## src/rtl/pl_muldiv_pkg.sv

```systemverilog
// Shared types and op-class helpers for the RV32M multiply/divide sequencer.
package pl_muldiv_pkg;

  localparam int MULDIV_OPW = 3;

  typedef enum logic [MULDIV_OPW-1:0] {
    OP_MUL    = 3'd0,
    OP_MULH   = 3'd1,
    OP_MULHSU = 3'd2,
    OP_MULHU  = 3'd3,
    OP_DIV    = 3'd4,
    OP_DIVU   = 3'd5,
    OP_REM    = 3'd6,
    OP_REMU   = 3'd7
  } muldiv_op_e;

  typedef enum logic [1:0] {
    ST_IDLE,
    ST_RUN,
    ST_FIX,
    ST_DONE
  } muldiv_state_e;

  function automatic logic is_div(input muldiv_op_e op);
    return op inside {OP_DIV, OP_DIVU, OP_REM, OP_REMU};
  endfunction

  function automatic logic is_rem(input muldiv_op_e op);
    return op inside {OP_REM, OP_REMU};
  endfunction

  function automatic logic a_signed(input muldiv_op_e op);
    return op inside {OP_MULH, OP_MULHSU, OP_DIV, OP_REM};
  endfunction

  function automatic logic b_signed(input muldiv_op_e op);
    return op inside {OP_MULH, OP_DIV, OP_REM};
  endfunction

endpackage

```

## src/rtl/pl_muldiv_step.sv

```systemverilog
// One iteration of the shift-add multiply or restoring divide loop on unsigned magnitudes.
module pl_muldiv_step
  import pl_muldiv_pkg::*;
#(
  parameter int W = 32
) (
  input  logic         div_mode,
  input  logic [W-1:0] acc,
  input  logic [W-1:0] quo,
  input  logic [W-1:0] opnd,
  output logic [W-1:0] acc_next,
  output logic [W-1:0] quo_next
);

  logic [W:0] add_sum;
  logic [W:0] mul_sel;
  logic [W:0] shifted;
  logic [W:0] diff;
  logic       fits;

  always_comb begin
    add_sum  = {1'b0, acc} + {1'b0, opnd};
    shifted  = {acc, quo[W-1]};
    diff     = shifted - {1'b0, opnd};
    fits     = (shifted >= {1'b0, opnd});
    mul_sel  = quo[0] ? add_sum : {1'b0, acc};
    acc_next = acc;
    quo_next = quo;
    if (div_mode) begin
      // the partial remainder always stays below the divisor, so W bits suffice after the step
      acc_next = fits ? diff[W-1:0] : shifted[W-1:0];
      quo_next = {quo[W-2:0], fits};
    end else begin
      // {acc,quo} is the 2W-bit product register; the multiplier drains out of quo's LSB
      acc_next = mul_sel[W:1];
      quo_next = {mul_sel[0], quo[W-1:1]};
    end
  end

endmodule

```

## src/rtl/pl_muldiv_ctrl.sv

```systemverilog
// RV32M iterative multiply/divide sequencer: FSM, step counter, sign fix-up and result register.
module pl_muldiv_ctrl
  import pl_muldiv_pkg::*;
#(
  parameter int W = 32
) (
  input  logic                  clk,
  input  logic                  rst,
  input  logic                  start,
  input  logic                  flush,
  input  logic [MULDIV_OPW-1:0] op,
  input  logic [W-1:0]          src_a,
  input  logic [W-1:0]          src_b,
  output logic                  busy,
  output logic                  done,
  output logic [W-1:0]          result
);

  localparam int            CW       = $clog2(W) + 1;
  localparam logic [CW-1:0] LAST     = CW'(W - 1);
  localparam logic [W-1:0]  MOST_NEG = {1'b1, {(W-1){1'b0}}};

  muldiv_state_e state, state_d;
  muldiv_op_e    op_in, op_q;

  logic [W-1:0]   acc, quo, opnd;
  logic [W-1:0]   acc_step, quo_step;
  logic [CW-1:0]  cnt;
  logic           neg_res, neg_rem;

  logic           accept, a_neg, b_neg, div_zero, div_ovf, special;
  logic [W-1:0]   a_mag, b_mag, special_res;
  logic [2*W-1:0] prod, prod_fix;
  logic [W-1:0]   quo_fix, rem_fix, fix_res;

  always_comb begin
    op_in    = muldiv_op_e'(op);
    accept   = (state == ST_IDLE) && start && !flush;
    a_neg    = a_signed(op_in) && src_a[W-1];
    b_neg    = b_signed(op_in) && src_b[W-1];
    a_mag    = a_neg ? -src_a : src_a;
    b_mag    = b_neg ? -src_b : src_b;
    div_zero = is_div(op_in) && (src_b == '0);
    div_ovf  = is_div(op_in) && a_signed(op_in) && (src_a == MOST_NEG) && (src_b == '1);
    special  = div_zero || div_ovf;
    if (div_zero) special_res = is_rem(op_in) ? src_a : '1;
    else          special_res = is_rem(op_in) ? '0 : src_a;
  end

  always_comb begin
    state_d = state;
    case (state)
      ST_IDLE: if (accept) state_d = special ? ST_DONE : ST_RUN;
      ST_RUN:  if (cnt == LAST) state_d = ST_FIX;
      ST_FIX:  state_d = ST_DONE;
      ST_DONE: state_d = ST_IDLE;
      default: state_d = ST_IDLE;
    endcase
    if (flush && (state != ST_IDLE)) state_d = ST_IDLE;
  end

  always_comb begin
    prod     = {acc, quo};
    prod_fix = neg_res ? -prod : prod;
    quo_fix  = neg_res ? -quo : quo;
    rem_fix  = neg_rem ? -acc : acc;
    case (op_q)
      OP_MUL:                      fix_res = prod_fix[W-1:0];
      OP_MULH, OP_MULHSU, OP_MULHU: fix_res = prod_fix[2*W-1:W];
      OP_DIV, OP_DIVU:             fix_res = quo_fix;
      default:                     fix_res = rem_fix;
    endcase
  end

  pl_muldiv_step #(.W(W)) u_step (
    .div_mode (is_div(op_q)),
    .acc      (acc),
    .quo      (quo),
    .opnd     (opnd),
    .acc_next (acc_step),
    .quo_next (quo_step)
  );

  always_ff @(posedge clk) begin
    if (rst) begin
      state   <= ST_IDLE;
      op_q    <= OP_MUL;
      acc     <= '0;
      quo     <= '0;
      opnd    <= '0;
      cnt     <= '0;
      neg_res <= 1'b0;
      neg_rem <= 1'b0;
      result  <= '0;
    end else begin
      state <= state_d;
      case (state)
        ST_IDLE: begin
          if (accept) begin
            op_q    <= op_in;
            neg_res <= a_neg ^ b_neg;
            neg_rem <= a_neg;
            cnt     <= '0;
            acc     <= '0;
            // divide iterates over the dividend; multiply iterates over the multiplier
            quo     <= is_div(op_in) ? a_mag : b_mag;
            opnd    <= is_div(op_in) ? b_mag : a_mag;
            if (special) result <= special_res;
          end
        end
        ST_RUN: begin
          if (!flush) begin
            acc <= acc_step;
            quo <= quo_step;
            cnt <= cnt + CW'(1);
          end
        end
        ST_FIX: begin
          if (!flush) result <= fix_res;
        end
        default: ;
      endcase
    end
  end

  always_comb begin
    busy = (state != ST_IDLE);
    done = (state == ST_DONE);
  end

endmodule
```

## config.mk

```make
export PLATFORM = sky130hd
export DESIGN_NAME = pl_muldiv_ctrl
export DESIGN_NICKNAME = d
export VERILOG_FILES = /design/src/rtl/pl_muldiv_pkg.sv /design/src/rtl/pl_muldiv_step.sv /design/src/rtl/pl_muldiv_ctrl.sv
export SDC_FILE = /design/constraint.sdc
export NUM_CORES = 1
export LEC_CHECK = 0
export BUFFER_PORTS_ARGS = -buffer_cell sky130_fd_sc_hd__buf_2
export CAP_MARGIN = 10
export CORE_ASPECT_RATIO = 0.5
export CORE_MARGIN = 2
export CORE_UTILIZATION = 42
export DETAILED_ROUTE_END_ITERATION = 10
export PLACE_DENSITY = 0.58
export SYNTH_ARGS = -nofsm -noshare
export SYNTH_HDL_FRONTEND = slang
export SYNTH_SLANG_ARGS = --single-unit
```

## constraint.sdc

```tcl
create_clock -name clk -period 3.75 [get_ports clk]
set_clock_uncertainty 0.05 [all_clocks]
set_input_delay 0.1875 -clock clk [delete_from_list [all_inputs] [get_ports clk]]
set_output_delay 0.1875 -clock clk [all_outputs]
set_load 0.02 [all_outputs]
```

==> results.toml, run 1 <==
[critical_path]
slowest_delay_ps = 830
worstReg2RegEnd = "result[18]$_SDFFE_PP0P_"
cp.required_ps = 4050
r2r_cells = 9
crit_path_cell_trace = "nor4_1 -> nand3_1 -> or4_1 -> nor2_2 -> nand4_1 -> a21oi_1 -> a211oi_1 -> buf_4 -> o41ai_1"
path_buf_inv = 1
crit_path_start_kind = "register"
path_delay_family = "simple AND/OR/NAND/NOR gates"
r2r_start = "quo[18]$_SDFFE_PP0P_"
path_class = "reg -> reg"
cp.arrival_ps = 3950
cp_max_fo = 5
worst-r2r-setup-slack_ps = 100
startpoint = "quo[18]$_SDFFE_PP0P_"
crit_path_top_delay_cell = "nor4_1"
cp-end-kind = "register"

[detailed_routing]
wl_per_cell_um = 23.8
drtIter0Drc = 2431
drc = 0
dr_wl_met3_um = 7750
first_pass_iters = 8
topRoutingLayerUsed = "met5"
met1_length_um = 29700
wl_met2_um = 26700
drt_wl_total_um = 66200
drt-vias-per-instance = 6.36
ant_nets = 0
vias = 17710

[finish]
drive_gt1_share_pct = 14.9
nets = 2436
antenna_cells = 0
syn_to_final_growth_pct = 13.4
final_cell_mix = "nand2_1 (247), a21oi_1 (221), nor2_1 (211)"
instances_no_fill = 2786
final_common_cell = "nand2_1"
final_area_um2 = 17400

[synth]
syn_area_um2 = 15400
synth_edf_count = 0
ys_seq_area_share_pct = 18.4
synth_area_per_cell_um2 = 6.95
ys_types = 76
yosys.area_share.simple_pct = 22.8
synth_top_family_by_area = "compound AO/OA/AOI/OAI gates"
ys_seq_elements = 141
synth_compound_area_share_pct = 32.1
synth_nets = 2358
async_flop_share_pct = 0
synth-adder-area-share_pct = 6.29
synth_mux_area_share_pct = 5.04
synth_flop_cell = "dfxtp_1"
ys_warn_count = 0
syn_inst = 2211
yosys.area_share.xor_xnor_pct = 9.35

[timing]
slew_headroom_pct = 14.0
period_needed_ps = 3650
finalCritPeriodShare_pct = 97.4
setup_violations = 0
hold_violations = 0
slew_violations = 0
setup_ws_ps = 96.0
clock.fmax_mhz = 274
fin_setup_tns_ps = 0
rsz0062_at_grt = "no"
worst_slew_pin_slew_ps = 1290

[grt]
grt_start_max_net_pins = 68
antenna_found_initial = 3
overflow = 0
grt_first_pass_wirelength_um = 100000
gr-usage-all-layers_pct = 34.2
grt_pass1_vias = 16110

[status]
status = "finished, final reports clean"

[hold_path]
holdPathStages = 3
hp-start = "op[1]"
min_to = "op_q[1]$_SDFFE_PP0P_"
holdCritPathClass = "in -> reg"

[floorplan]
io_pins = 105
num_rows = 49
fp.dieH_um = 139
initial_core_util_pct = 42.7
dieArea_um2 = 38200
core_um2 = 36000
die_x_um = 274

[placed_design]
dpl.hpwl_um = 51300
io_buffers = 104
place_inst = 2753
gp_congestion = 1.00
dp_slack_ps = 64.2
placed_cell_area_um2 = 16800

[clock_network]
cts_tree = "yes"
cts_root_buf = "clkbuf_16"
cts_buffers = 17
cts_buffer_depth = 2
htree_levels = 4
cts.sinks = 141
clkLatencyLatePin_ps = 460
clkTransAtPathRegs_ps = 70

[run]
cap_violations = 0

[power_and_ir_drop]
powerDensity_nw_per_um2 = 406
ir_drop_v = 0.000516
power.leakage_nw = 7.07
registers in the layout, summed over array words and instances (netlist names):
signal,count
acc,32
neg_res,1
opnd,32
cnt,6
neg_rem,1
state,2
op_q,3
result,32
quo,32
cells in the mapped netlist (all sizes together), types with 7 or more instances:
cell    count  share of area, %
a211o      10              0.57
a211oi     70               3.4
a21o       46               2.2
a21oi     222               7.2
a221oi     13              0.74
a22o       13              0.74
a311oi     12              0.68
a31oi      26               1.1
and2       15              0.61
and3        9              0.37
buf        32               1.1
clkbuf    134               3.3
dfxtp     141                18
ha         74               6.0
inv        69               1.7
mux2       35               2.6
mux2i      38               2.5
nand2     248               6.1
nand2b     14              0.57
nand3      45               1.5
nand4      34               1.4
nor2      217               5.4
nor2b      16              0.65
nor3       54               1.8
nor3b       7              0.34
nor4       23              0.98
o211ai     22               1.1
o21a       20              0.98
o21ai     173               5.7
o21bai     11              0.54
o221ai     14              0.80
o22ai      17              0.73
o31ai      37               1.8
o41ai      15              0.90
or2        19              0.77
or3        20              0.85
or4        22               1.1
xnor2      98               5.6
xor2       66               3.8
kinds of logic (layout without fill, tap and decap cells):
kind of cell / count (synthesis) / count (layout)
AND/OR/NAND/NOR: 752 / 752
multiplexers: 73 / 73
adder cells (fa/ha/maj): 76 / 76
buffers and inverters: 235 / 326
AO/OA/AOI/OAI: 770 / 770
XOR/XNOR: 164 / 164
flip-flops: 141 / 141
repair_timing:
action | in CTS | in global routing
hold endpoints to repair | 1 | 0
hold buffers | 1 | 0
resized for setup | 0 | 6
setup buffers | 0 | 0
endpoints found under the setup margin | 0 | 10
routing by layer:
metal | track usage, % | vias to the layer above
met2 | 49.0 | 922
met3 | 8.92 | 126
met5 | 0 | -
met4 | 11.6 | 4
li1 | - | 8239
met1 | 49.3 | 8419
worst min-delay path, cell delays in order:
cell and delay [ps]:
buf_2 190, nand2_1 100, a21oi_1 60
through the flow:
stage / power, W / hold WS [ps] / util (%)
after floorplan: 0.00395 / 273 / -
after global routing: 0.00738 / 71.1 / 48.4
after CTS: 0.00694 / 55.2 / 48.3
after global placement: 0.00510 / 390 / 46.6
after detailed placement: 0.00509 / 395 / 46.6
final: 0.00706 / 79.0 / 48.4
power breakdown:
part | switching, W | total, W | leakage, nW | internal (W)
combinational | 0.00222 | 0.00341 | 5.63 | 0.00120
sequential | 0.000169 | 0.00179 | 1.15 | 0.00162
clock | 0.000783 | 0.00186 | 0.294 | 0.00108
worst max-delay path by stage:
| stage | end | slack (ps) | depth (start not counted) |
|---|---|---|---|
| floorplan | acc[16]$_SDFFE_PP0P_ | 600 | 12 |
| global placement | result[31]$_SDFFE_PP0P_ | 80 | 9 |
| detailed placement | result[31]$_SDFFE_PP0P_ | 60 | 9 |
| CTS | result[31]$_SDFFE_PP0P_ | 50 | 9 |
| global route | acc[31]$_SDFFE_PP0P_ | 10 | 12 |
| finish | result[18]$_SDFFE_PP0P_ | 100 | 9 |
layout make-up:
| cell class | instances | area (µm²) |
|---|---|---|
| multi-input combinational | 1835 | 11700 |
| tap | 484 | 606 |
| fill | 3751 | 18600 |
| inverter | 69 | 259 |
| timing repair buffer | 225 | 1440 |
| clock buffer | 18 | 439 |
| clock inverter | 14 | 183 |
| sequential | 141 | 2830 |
(Power assumes the default switching activity.)
==> run 2: changes to the inputs <==
--- a/config.mk
+++ b/config.mk
@@ -16,2 +16,3 @@
 export SYNTH_HDL_FRONTEND = slang
 export SYNTH_SLANG_ARGS = --single-unit
+export TNS_END_PERCENT = 20
==> constraint.sdc (replaced) <==
create_clock -name clk -period 3.75 [get_ports clk]
set_clock_uncertainty 0.05 [all_clocks]
set_input_delay 0.5625 -clock clk [delete_from_list [all_inputs] [get_ports clk]]
set_output_delay 0.5625 -clock clk [all_outputs]
set_load 0.02 [all_outputs]
==> results.toml, run 2 (same netlist as run 1, synthesis figures left out) <==
[critical_path]
cp_max_fo = 5
cp.arrival_ps = 4050
r2r_start = "quo[18]$_SDFFE_PP0P_"
crit_path_start_kind = "register"
cp.required_ps = 4060
path_class = "reg -> reg"
startpoint = "quo[18]$_SDFFE_PP0P_"
cp-end-kind = "register"
r2r_cells = 9

[detailed_routing]
ant_nets = 0
drtIter0Drc = 2267
drt_wl_total_um = 67000
vias = 17674
wl_per_cell_um = 23.9
drt-vias-per-instance = 6.31
first_pass_iters = 6
drc = 0

[finish]
multiInputGateArea_um2 = 11600
final_cell_mix = "nand2_1 (246), a21oi_1 (221), nor2_1 (211)"
num-fill-cells = 3720
syn_to_final_growth_pct = 13.9
final_area_um2 = 17500
final_common_cell = "nand2_1"
nets = 2447
instances_no_fill = 2800
seq_area_um2 = 2830
final_util_pct = 48.6
drive_gt1_share_pct = 15.3

[grt]
antenna_found_initial = 5
overflow = 0
grt_first_pass_wirelength_um = 100000
grt_pass1_vias = 15828
gr-usage-all-layers_pct = 34.4
grt_start_max_net_pins = 80

[timing]
period_needed_ps = 3740
clock.fmax_mhz = 268
finalCritPeriodShare_pct = 99.6
slew_headroom_pct = 29.5
whs_ps = 402
slew_violations = 0
rsz0062_at_grt = "yes"
worst_slew_pin_slew_ps = 1060
setup_violations = 0
hold_violations = 0

[power_and_ir_drop]
power.leakage_nw = 7.13
powerDensity_nw_per_um2 = 407
total_power_w = 0.00711
ir_drop_v = 0.000367

[floorplan]
core_um2 = 36000
initial_core_util_pct = 42.7
fp.dieH_um = 139
die_x_um = 274
dieArea_um2 = 38200
io_pins = 105
num_rows = 49

[clock_network]
cts_tree = "yes"
clkTransAtPathRegs_ps = 70
holdBufCountCts = 0
htree_levels = 4
post-cts-setup-buffers = 0
cts_root_buf = "clkbuf_16"
clkLatencyLatePin_ps = 470
cts_buffers = 17
cts_buffer_depth = 2
cts.sinks = 141

[placed_design]
place_inst = 2765
io_buffers = 104
dpl.hpwl_um = 52200
placed_cell_area_um2 = 16800
gp_congestion = 1.03

[run]
cap_violations = 0

[hold_path]
holdPathStages = 2
hp-start = "result[10]$_SDFFE_PP0P_"
holdCritPathClass = "reg -> reg"

[status]
status = "finished, final reports clean"
==> run 2: report_power, final <==
part | leakage (nW) | switching (W) | total (W) | internal (W)
clock network | 0.300 | 0.000801 | 0.00188 | 0.00108
registers | 1.15 | 0.000161 | 0.00178 | 0.00162
logic | 5.68 | 0.00223 | 0.00346 | 0.00122
==> run 2: what timing repair did <==
item | 4_1_cts | 5_1_grt
endpoints found under the hold margin | 0 | 0
resized for setup | 1 | 5
setup endpoints to repair | 1 | 7
==> run 2: final cells by class <==
cell class	count	area share, %
sequential	141	16.2
clock inverter	14	1.04
tap	484	3.46
antenna	3	0.0429
inverter	69	1.48
multi-input combinational	1835	66.6
timing repair buffer	236	8.71
clock buffer	18	2.51
==> run 2: routing by layer <==
layer | track usage, % | routed length (µm)
met5 | 0 | 24
met4 | 12.0 | 2270
met3 | 9.34 | 7540
met2 | 47.9 | 26800
met1 | 50.2 | 30400
==> run 2: critical path, cell delays in order (launching register included) <==
cell and delay, ps:
dfxtp_1 310, nor4_1 810, nand3_1 290, nor4_2 470, nand2_1 310, o21a_1 270, a32o_1 190, o21ai_0 330
o211ai_1 300, a32o_1 290
==> run 2: worst paths after layout <==
check,to,slack [ps]
setup / recovery,result[24]$_SDFFE_PP0P_,10
hold / removal,result[10]$_SDFFE_PP0P_,400
hold reg to reg,result[10]$_SDFFE_PP0P_,400
setup reg to reg,result[24]$_SDFFE_PP0P_,10
==> run 2: stage by stage <==
stage	TNS (ps)	setup WS, ps
2_1_floorplan	0	599
3_3_place_gp	-32.4	-32.4
3_5_place_dp	-59.4	-59.4
4_1_cts	0	102
5_1_grt	-1.29	-1.29
6_report	0	13.4
